**src/rtl/instr_mem_loader.sv**
```systemverilog
// Instruction-memory loader: packs a debug-unit byte stream big-endian into 32-bit words
// and writes them from address 0 until HALT_WORD or a full memory. Optional trailing
// checksum byte when LOADER_CHECKSUM_EN is defined.
module instr_mem_loader #(
   parameter int          PC_SIZE   = 32,
   parameter int          MEM_WORDS = 64,
   parameter logic [31:0] HALT_WORD = 32'hFFFF_FFFF
) (
   input  logic               i_clk,
   input  logic               i_reset,
   input  logic               i_start,
   input  logic [7:0]         i_byte,
   input  logic               i_byte_valid,
   output logic               o_byte_ready,
   output logic               o_wr_en,
   output logic [PC_SIZE-1:0] o_wr_addr,
   output logic [31:0]        o_wr_data,
   output logic               o_busy,
   output logic               o_done,
   output logic               o_overflow
`ifdef LOADER_CHECKSUM_EN
   ,
   output logic               o_cksum_err
`endif
);

   localparam int            AW        = (MEM_WORDS > 1) ? $clog2(MEM_WORDS) : 1;
   localparam logic [AW-1:0] LAST_ADDR = AW'(MEM_WORDS - 1);

   typedef enum logic [2:0] {
      IDLE  = 3'd0,
      RECV  = 3'd1,
      WRITE = 3'd2,
      DONE  = 3'd3
`ifdef LOADER_CHECKSUM_EN
      ,
      CHECK = 3'd4
`endif
   } state_t;

   state_t             state_q, state_d;
   logic [1:0]         cnt_q, cnt_d;
   logic [AW-1:0]      addr_q, addr_d;
   logic [31:0]        word_q, word_d;
   logic               byte_ready_d;
   logic               wr_en_d;
   logic [PC_SIZE-1:0] wr_addr_d;
   logic [31:0]        wr_data_d;
   logic               busy_d, done_d, overflow_d;
   logic               accept;
`ifdef LOADER_CHECKSUM_EN
   logic [7:0]         xor_q, xor_d;
   logic               cksum_err_d;
`endif

   assign accept = i_byte_valid & o_byte_ready;

   // Every output is registered, so the output values are computed here from the next state.
   always_comb begin
      // NOTE: every signal gets a default first so no path through the case infers a latch.
      state_d    = state_q;
      cnt_d      = cnt_q;
      addr_d     = addr_q;
      word_d     = word_q;
      wr_en_d    = 1'b0;
      wr_addr_d  = o_wr_addr;
      wr_data_d  = o_wr_data;
      overflow_d = o_overflow;
`ifdef LOADER_CHECKSUM_EN
      xor_d       = xor_q;
      cksum_err_d = o_cksum_err;
`endif

      case (state_q)
         IDLE, DONE: begin
            if (i_start) begin
               state_d    = RECV;
               cnt_d      = 2'd0;
               addr_d     = '0;
               word_d     = '0;
               overflow_d = 1'b0;
`ifdef LOADER_CHECKSUM_EN
               xor_d       = 8'h00;
               cksum_err_d = 1'b0;
`endif
            end
         end
         RECV: begin
            if (accept) begin
               word_d = {word_q[23:0], i_byte};
               cnt_d  = cnt_q + 2'd1;
`ifdef LOADER_CHECKSUM_EN
               xor_d  = xor_q ^ i_byte;
`endif
               if (cnt_q == 2'd3) begin
                  state_d               = WRITE;
                  wr_en_d               = 1'b1;
                  wr_data_d             = word_d;
                  wr_addr_d             = '0;
                  wr_addr_d[AW+1:0]     = {addr_q, 2'b00};
               end
            end
         end
         WRITE: begin
            if (word_q == HALT_WORD) begin
`ifdef LOADER_CHECKSUM_EN
               state_d = CHECK;
`else
               state_d = DONE;
`endif
            end else if (addr_q == LAST_ADDR) begin
               overflow_d = 1'b1;
               state_d    = DONE;
            end else begin
               addr_d  = addr_q + AW'(1);
               cnt_d   = 2'd0;
               state_d = RECV;
            end
         end
`ifdef LOADER_CHECKSUM_EN
         CHECK: begin
            if (accept) begin
               cksum_err_d = (i_byte != xor_q);
               state_d     = DONE;
            end
         end
`endif
         default: state_d = IDLE;
      endcase

      byte_ready_d = (state_d == RECV);
      busy_d       = (state_d == RECV) || (state_d == WRITE);
`ifdef LOADER_CHECKSUM_EN
      byte_ready_d = byte_ready_d || (state_d == CHECK);
      busy_d       = busy_d || (state_d == CHECK);
`endif
      done_d       = (state_d == DONE);
   end

   // NOTE: sequential state uses non-blocking assignments so every flop samples pre-edge values.
   always_ff @(posedge i_clk) begin
      if (!i_reset) begin
         state_q      <= IDLE;
         cnt_q        <= 2'd0;
         addr_q       <= '0;
         word_q       <= '0;
         o_byte_ready <= 1'b0;
         o_wr_en      <= 1'b0;
         o_wr_addr    <= '0;
         o_wr_data    <= '0;
         o_busy       <= 1'b0;
         o_done       <= 1'b0;
         o_overflow   <= 1'b0;
`ifdef LOADER_CHECKSUM_EN
         xor_q        <= 8'h00;
         o_cksum_err  <= 1'b0;
`endif
      end else begin
         state_q      <= state_d;
         cnt_q        <= cnt_d;
         addr_q       <= addr_d;
         word_q       <= word_d;
         o_byte_ready <= byte_ready_d;
         o_wr_en      <= wr_en_d;
         o_wr_addr    <= wr_addr_d;
         o_wr_data    <= wr_data_d;
         o_busy       <= busy_d;
         o_done       <= done_d;
         o_overflow   <= overflow_d;
`ifdef LOADER_CHECKSUM_EN
         xor_q        <= xor_d;
         o_cksum_err  <= cksum_err_d;
`endif
      end
   end

endmodule

```
**config.mk**
```make
export PLATFORM = sky130hd
export DESIGN_NAME = instr_mem_loader
export DESIGN_NICKNAME = d
export VERILOG_FILES = /design/src/rtl/instr_mem_loader.sv
export SDC_FILE = /design/constraint.sdc
export NUM_CORES = 1
export LEC_CHECK = 0
export CAP_MARGIN = 25
export CORE_AREA = 2 2 126 128
export CTS_CLUSTER_SIZE = 20
export DETAILED_ROUTE_END_ITERATION = 8
export DIE_AREA = 0 0 128 130
export DONT_BUFFER_PORTS = 1
export PLACE_DENSITY_LB_ADDON = 0.05
export RECOVER_POWER = 25
export SYNTH_ARGS = -nofsm -noshare
export SYNTH_HDL_FRONTEND = slang
export SYNTH_SLANG_ARGS = --single-unit
```
**constraint.sdc**
```tcl
create_clock -name i_clk -period 2.2 [get_ports i_clk]
set_clock_uncertainty 0.15 [all_clocks]
set_input_delay 0.33 -clock i_clk [delete_from_list [all_inputs] [get_ports i_clk]]
set_output_delay 0.33 -clock i_clk [all_outputs]
set_load 0.01 [all_outputs]
```
==> results of run 1 <==
[critical path, stage by stage (launching register included)]
cell and delay, ns:
dfxtp_1 0.39, nand4_1 0.11, nor4_1 0.43, and3_1 0.45
or3_4 0.21, mux2i_1 0.18
[kinds of logic after synthesis]
family,share of synthesized area (%)
AND/OR/NAND/NOR,23.6
XOR/XNOR,0.432
flip-flops,45.7
other,0.0995
buffers and inverters,10.3
AO/OA/AOI/OAI,18.3
adder cells (fa/ha/maj),0.664
multiplexers,1.06
[Yosys cell counts (4+ instances only)]
cell type	instances	share of area (%)
buf_4	33	6.6
mux2i_1	4	1.1
buf_2	9	1.2
nand3_1	37	4.9
a21boi_1	22	4.4
nor2_1	6	0.60
nand4_1	8	1.3
nand2_1	116	12
inv_1	4	0.40
clkbuf_1	9	0.90
a21boi_0	48	9.6
or3_1	4	0.66
o21ai_0	9	1.2
dfxtp_1	86	46
a21oi_1	6	0.80
[worst max-delay path by stage]
stage,start,to,slack [ns],depth (start not counted)
detailed placement,state_q[1],cnt_q[0],0.22,5
floorplan,state_q[1],cnt_q[0],0.50,7
global placement,state_q[2],o_wr_data[30],0.25,6
CTS,word_q[0],cnt_q[0],0.20,5
global route,word_q[20],cnt_q[0],0.06,5
finish,word_q[3],cnt_q[0],0.20,5
[placed cells by master, fill, tap and decap left out, types with 2 or more instances in the layout]
cell type / synthesis / final
a31oi_1: 2 / 2
nand2_1: 116 / 116
a21boi_1: 22 / 22
nor3_1: 3 / 3
a21oi_1: 6 / 6
buf_12: 0 / 2
buf_4: 33 / 12
nand3b_1: 2 / 2
or3_1: 4 / 4
nor3b_1: 2 / 2
bufinv_16: 0 / 2
o21ai_0: 9 / 9
ha_1: 2 / 2
conb_1: 1 / 27
a21boi_0: 48 / 48
and3_1: 2 / 2
inv_1: 4 / 4
nand3_1: 37 / 37
dfxtp_1: 86 / 86
nand2b_1: 3 / 3
clkbuf_16: 0 / 9
and2_1: 3 / 3
nor2_1: 6 / 6
nand4_1: 8 / 8
mux2i_1: 4 / 4
clkinvlp_4: 0 / 2
dlygate4sd3_1: 0 / 9
[through the flow]
step	instances	utilization, %	setup WS [ns]	hold slack (ns)
floorplan	472	-	0.498	0.281
global placement	621	25.1	0.250	0.295
detailed placement	621	25.1	0.219	0.297
CTS	647	28.0	0.198	0.0270
global route	647	28.0	0.0613	0.0398
finish	647	28.0	0.201	0.0306
[state kept, by name (all words and copies together), names as in the netlist, 2 cells and up]
name and flops:
o_wr_data 32, word_q 32, addr_q 6, o_wr_addr 6
state_q 3, cnt_q 2
[layer usage]
layer,global-route usage (%),routed length [µm]
met3,3.40,461
met4,6.40,269
met5,0,0
met1,16.2,4800
met2,21.4,5050
[layout make-up]
cell class / count / area share [%]
sequential: 86 / 39.9
tap: 192 / 5.56
timing repair buffer: 24 / 5.74
multi-input combinational: 325 / 40.8
clock buffer: 10 / 5.53
clock inverter: 6 / 2.14
inverter: 4 / 0.348
[report_power, final]
| group | leakage, nW | internal, W | total, W | switching [W] |
|---|---|---|---|---|
| Sequential | 0.693 | 0.00156 | 0.00157 | 0.00000715 |
| Combinational | 0.601 | 0.0000595 | 0.000158 | 0.0000985 |
| Clock | 0.155 | 0.00103 | 0.00171 | 0.000679 |
==> results.cfg, run 1 <==
[outcome]
status = finished clean

[yosys]
synth_warnings = 0
synth_area_um2 = 3770
synth.yosys.seq_area_share_pct = 45.7
syn_avg_cell_area_um2 = 8.45
synth.distinct_cells = 44
synth_flop_cell = dfxtp_1
async_flop_share_pct = 0
synth_edf_count = 0
syn_inst = 446
ys_seq_elements = 86

[grt]
grt_max_degree = 80
antenna_found_initial = 0
grt_pass1_wl_um = 16400
grt_use_total_pct = 13.1
grt_pass1_vias = 2833
grt_overflow = 0

[cells_and_area]
multi_input_comb_area_um2 = 1760
stdcell_area_um2 = 4320
seq_area_um2 = 1720
nets = 464
antenna_cells = 0
drive_gt1_share_pct = 8.57
area_delta_synth_final_pct = 14.5
fill_cells = 1705

[cts]
cts-hold-fix-buffers = 10
clk_root_buffer_cell = clkbuf_16
cts_buffers = 9
post-cts-setup-buffers = 0
cts_num_sinks = 86
clock_path_buffers = 2
htreeDepth = 3
path_clk_slew_ns = 0.07
cts_tree = yes
insertion_delay_ns = 0.35
cts_resized = 0

[worst_setup_path]
start_kind = register
r2r_cells = 5
end_kind = register
r2r_slack_ns = 0.20
r2r_end = cnt_q[0]
worstPathArrival_ns = 2.12
worstPathMaxFanout = 10
critical_path_required_ns = 2.32
critical_path_class = reg2reg
r2r-start = word_q[3]

[die]
num_io_pins = 81
dieWidth_um = 128
coreArea_um2 = 15400
start_util_pct = 24.4
die_area_um2 = 16600
die-height_um = 130
core.rowCount = 46

[power_and_ir_drop]
p_leak_nw = 1.45
power.density_nw_per_um2 = 796
p_total_w = 0.00344
peakVddDrop_mv = 0.401

[drt]
drtAntennaViolNets = 0
vias = 2930
drt_pass1_iterations = 4
drt-total-wl_um = 10600
wl_per_cell_um = 16.3
vias_per_cell = 4.53
first_iter_violations = 93
drt_drc_violations_left = 0

[sta]
setup_violations = 0
finalCritPeriodShare_pct = 90.8
tns_ns = 0
slew_violations = 0
period_minus_slack_ns = 2.00
clock.fmax_mhz = 500
rsz0062_at_grt = no
hold_viol_final = 0

[place]
finalWeightedCongestion = 0.724
post_dp_cell_area_um2 = 3870
portBuffers = 0
place_hpwl_um = 6940

[min_path]
hp-class = in2reg
whs_endpoint = word_q[3]
whs_path_depth = 2
min-delay-start = i_byte[3]

[job]
drv_cap = 0
(Power assumes the default switching activity.)
==> inputs of run 2 (changes only) <==
SETUP_SLACK_MARGIN = 0.3   (was default)
TNS_END_PERCENT = 5   (was default)
==> results.cfg, run 2 (synthesis gave the netlist of run 1 again) <==
[outcome]
status = finished clean

[die]
dieWidth_um = 128
num_io_pins = 81
core.rowCount = 46
start_util_pct = 24.4
die-height_um = 130
die_area_um2 = 16600
coreArea_um2 = 15400

[cts]
cts_buffers = 9
insertion_delay_ns = 0.35
clock_path_buffers = 2
htreeDepth = 3
cts_tree = yes
clk_root_buffer_cell = clkbuf_16
cts_num_sinks = 86
path_clk_slew_ns = 0.07

[worst_setup_path]
max_stage_delay_ns = 0.32
critical_path_class = reg2reg
critPathTopFamily = simple AND/OR/NAND/NOR gates
crit_chain = buf_4 -> nand2b_2 -> o21ba_2 -> o2111ai_1 -> or3_1 -> a21oi_1
end_kind = register
worstPathArrival_ns = 1.97
critical_path_required_ns = 2.33
start_kind = register
critPathBufInv = 1
worstPathMaxFanout = 11
crit_slowest_cell = dfxtp_1

[sta]
clock.fmax_mhz = 544
setup_violations = 0
tns_ns = 0
rsz0062_at_grt = yes
slew_violations = 0
finalCritPeriodShare_pct = 83.6
finalWorstSetupSlack_ns = 0.360
period_minus_slack_ns = 1.84
hold_viol_final = 0

[power_and_ir_drop]
p_leak_nw = 1.54
peakVddDrop_mv = 0.409
power.density_nw_per_um2 = 763

[grt]
grt_max_degree = 82
gr-usage-met1_pct = 16.2
grt_util_met2_pct = 21.1
grt_use_total_pct = 13.0
grt_pass1_wl_um = 16300
grt_pass1_vias = 2845
antenna_found_initial = 0
grt_overflow = 0
busiest_layer = met2
use_met3_pct = 3.24

[place]
place_hpwl_um = 6940
portBuffers = 0
pre_cts_ws_ns = 0.219
finalWeightedCongestion = 0.724

[cells_and_area]
largestRegisters = o_wr_data (32), word_q (32)
fill_cells = 1686
final_cell_mix = 116 x nand2_1, 84 x dfxtp_1, 48 x a21boi_0, 37 x nand3_1, 27 x conb_1
multi_input_comb_area_um2 = 1830
antenna_cells = 0
seq_area_um2 = 1720
drive_gt1_share_pct = 12.2
nets = 478
layout_commonest_cell = nand2_1
area_delta_synth_final_pct = 20.6

[drt]
drtAntennaViolNets = 0
vias = 3057
wl_per_cell_um = 17.5
first_iter_violations = 127
drt-total-wl_um = 11600
vias_per_cell = 4.62
drt_drc_violations_left = 0
drt_pass1_iterations = 4

[job]
drv_cap = 0

[min_path]
hp-class = in2reg
run 2: power by group:
group          total (W)  switching [W]  leakage [nW]  internal, W
combinational   0.000189       0.000110         0.692    0.0000795
sequential       0.00157     0.00000718         0.694      0.00156
clock            0.00171       0.000676         0.155      0.00103
run 2: repair_timing:
item | in CTS | in global routing
setup buffers | 0 | 3
setup endpoints to repair | 18 | 72
hold endpoints to repair | 76 | 12
hold buffers | 13 | 4
pin swaps | 0 | 2
gates cloned | 0 | 4
resized for setup | 1 | 16
run 2: final cells by class:
cell class / count / area share (%)
Multi-Input combinational cell: 327 / 40.4
Sequential cell: 86 / 37.9
Timing Repair Buffer: 36 / 8.81
Tap cell: 192 / 5.28
Clock buffer: 10 / 5.26
Clock inverter: 6 / 2.04
Inverter: 4 / 0.330
run 2: worst paths after layout:
kind,end,startpoint,slack [ns],cells past startpoint
setup reg to reg,addr_q[4],state_q[0],0.36,6
hold / removal,addr_q[0],i_reset,0.01,2
hold reg to reg,word_q[28],word_q[28],0.31,2
setup / recovery,addr_q[4],state_q[0],0.36,6
run 2: per-stage QoR:
step | total power [W] | cell area (µm²) | std cells | hold slack, ns | util (%)
6_report | 0.00347 | 4550 | 661 | 0.0108 | 29.5
5_1_grt | 0.00361 | 4550 | 661 | 0.0100 | 29.5
4_1_cts | 0.00348 | 4330 | 650 | -0.0335 | 28.1
3_5_place_dp | 0.00172 | 3870 | 621 | 0.297 | 25.1
3_3_place_gp | 0.00172 | 3870 | 621 | 0.295 | 25.1
2_1_floorplan | 0.00175 | 3870 | 472 | 0.281 | -
run 2: layer usage:
metal	up-vias	part of all wire, %
met4	0	1.8
met1	1479	45
li1	1500	-
met5	-	0
met2	65	49
met3	13	3.5
==> inputs of run 3 (changes only) <==
clock period = 1.75 ns   (was 2.2 ns; I/O delays follow)
==> results.cfg, run 3 (synthesis gave the netlist of run 1 again) <==
[cts]
cts_buffers = 9
cts_num_sinks = 86
htreeDepth = 3
cts_tree = yes
path_clk_slew_ns = 0.06
clk_root_buffer_cell = clkbuf_16
insertion_delay_ns = 0.34
clock_path_buffers = 2

[drt]
drtAntennaViolNets = 0
wl_per_cell_um = 15.8
vias = 3068
drt_pass1_iterations = 4
drt-total-wl_um = 10900
vias_per_cell = 4.46
drt_drc_violations_left = 0
first_iter_violations = 110

[sta]
rsz0062_at_grt = yes
setup_violations = 12
whs_ns = -0.0877
slew_violations = 0
hold_viol_final = 76
clock.fmax_mhz = 560
finalWorstSetupSlack_ns = -0.0350
finalCritPeriodShare_pct = 102
period_minus_slack_ns = 1.78

[worst_setup_path]
critical_path_class = reg2reg
max_stage_delay_ns = 0.39
crit_chain = buf_4 -> xor2_4 -> o221ai_4 -> buf_4 -> or3_4 -> mux2i_1
critPathTopFamily = simple AND/OR/NAND/NOR gates
worstPathMaxFanout = 5
critPathBufInv = 2
r2r_cells = 6
end_kind = register
start_kind = register
r2r-start = state_q[1]
critical_path_required_ns = 1.83
critPathLaunch = state_q[1]
r2r_end = cnt_q[0]
worstPathArrival_ns = 1.87
crit_slowest_cell = or3_4
critical_path.most_common_cell = buf_4
crit_cells = 6
r2r_slack_ns = -0.03

[cells_and_area]
antenna_cells = 0
fill_cells = 1653
stdcell_area_um2 = 4820
final_cell_mix = 116 x nand2_1, 79 x dfxtp_1, 44 x buf_4, 35 x a21boi_1
fin_cells = 688
layout_commonest_cell = nand2_1
largestRegisters = o_wr_data (32), word_q (32)
drive_gt1_share_pct = 20.4
area_delta_synth_final_pct = 27.8
seq_area_um2 = 1740
multi_input_comb_area_um2 = 1900
nets = 509

[grt]
grt_max_degree = 82
grt_overflow = 0
grt_pass1_wl_um = 16600
antenna_found_initial = 0
grt_use_total_pct = 13.0
grt_pass1_vias = 3075

[min_path]
min-delay-start = i_reset
whs_path_depth = 2
hp-class = in2reg
whs_endpoint = state_q[1]

[outcome]
violations = hold timing, setup timing
status = finished, violations left

[place]
place_hpwl_um = 7210
post_dp_cell_area_um2 = 4170
pre_cts_ws_ns = -0.176
finalWeightedCongestion = 0.710
placed_cells = 656
portBuffers = 0

[die]
die-height_um = 130
core.rowCount = 46
coreArea_um2 = 15400
die_area_um2 = 16600
dieWidth_um = 128
start_util_pct = 24.4
num_io_pins = 81

[power_and_ir_drop]
power.density_nw_per_um2 = 816
p_leak_nw = 1.73
peakVddDrop_mv = 0.443
p_total_w = 0.00393

[job]
drv_cap = 0
## run 3: timing repair
| item | in CTS | in global routing |
|---|---|---|
| resized for setup | 23 | 36 |
| hold buffers | 10 | 2 |
| endpoints found under the hold margin | 76 | 76 |
| setup buffers | 4 | 2 |
| gates cloned | 0 | 2 |
| setup endpoints to repair | 84 | 84 |
| pin swaps | 12 | 20 |
## run 3: through the flow
stage	hold slack (ns)	util (%)	TNS, ns
floorplan	0.247	-	0
global placement	0.258	27.1	-3.06
detailed placement	0.259	27.1	-5.62
CTS	-0.105	30.0	-0.697
global route	-0.0935	31.2	-3.13
finish	-0.0877	31.2	-0.234
## run 3: area by class of cell
cell class	count	area share [%]
Clock buffer	10	4.96
Clock inverter	2	0.260
Inverter	4	0.312
Multi-Input combinational cell	325	39.5
Sequential cell	86	36.0
Tap cell	192	4.99
Timing Repair Buffer	69	13.9
## run 3: layer usage
metal / up-vias / GRT usage [%] / routed length (µm) / share of wire, %
met5: - / 0 / 0 / 0
met4: 0 / 6.01 / 201 / 1.8
met3: 12 / 2.58 / 327 / 3.0
met2: 53 / 22.1 / 5370 / 49
met1: 1450 / 16.0 / 4970 / 46
li1: 1553 / - / - / -
## run 3: worst max path at each step
stage	to
floorplan	cnt_q[0]
global placement	addr_q[4]
detailed placement	addr_q[1]
CTS	addr_q[1]
global route	addr_q[4]
finish	cnt_q[0]
## run 3: worst register-to-register path, stage by stage, from the launching register on
cell and delay [ns]:
dfxtp_4 0.37, buf_4 0.16, xor2_4 0.18, o221ai_4 0.14
buf_4 0.16, or3_4 0.39, mux2i_1 0.12
## run 3: where the power goes
part	leakage, nW	switching (W)	internal (W)
Sequential	0.697	0.00000672	0.00196
Clock	0.122	0.000772	0.000966
Combinational	0.908	0.000119	0.000107
Total	1.73	0.000898	0.00304
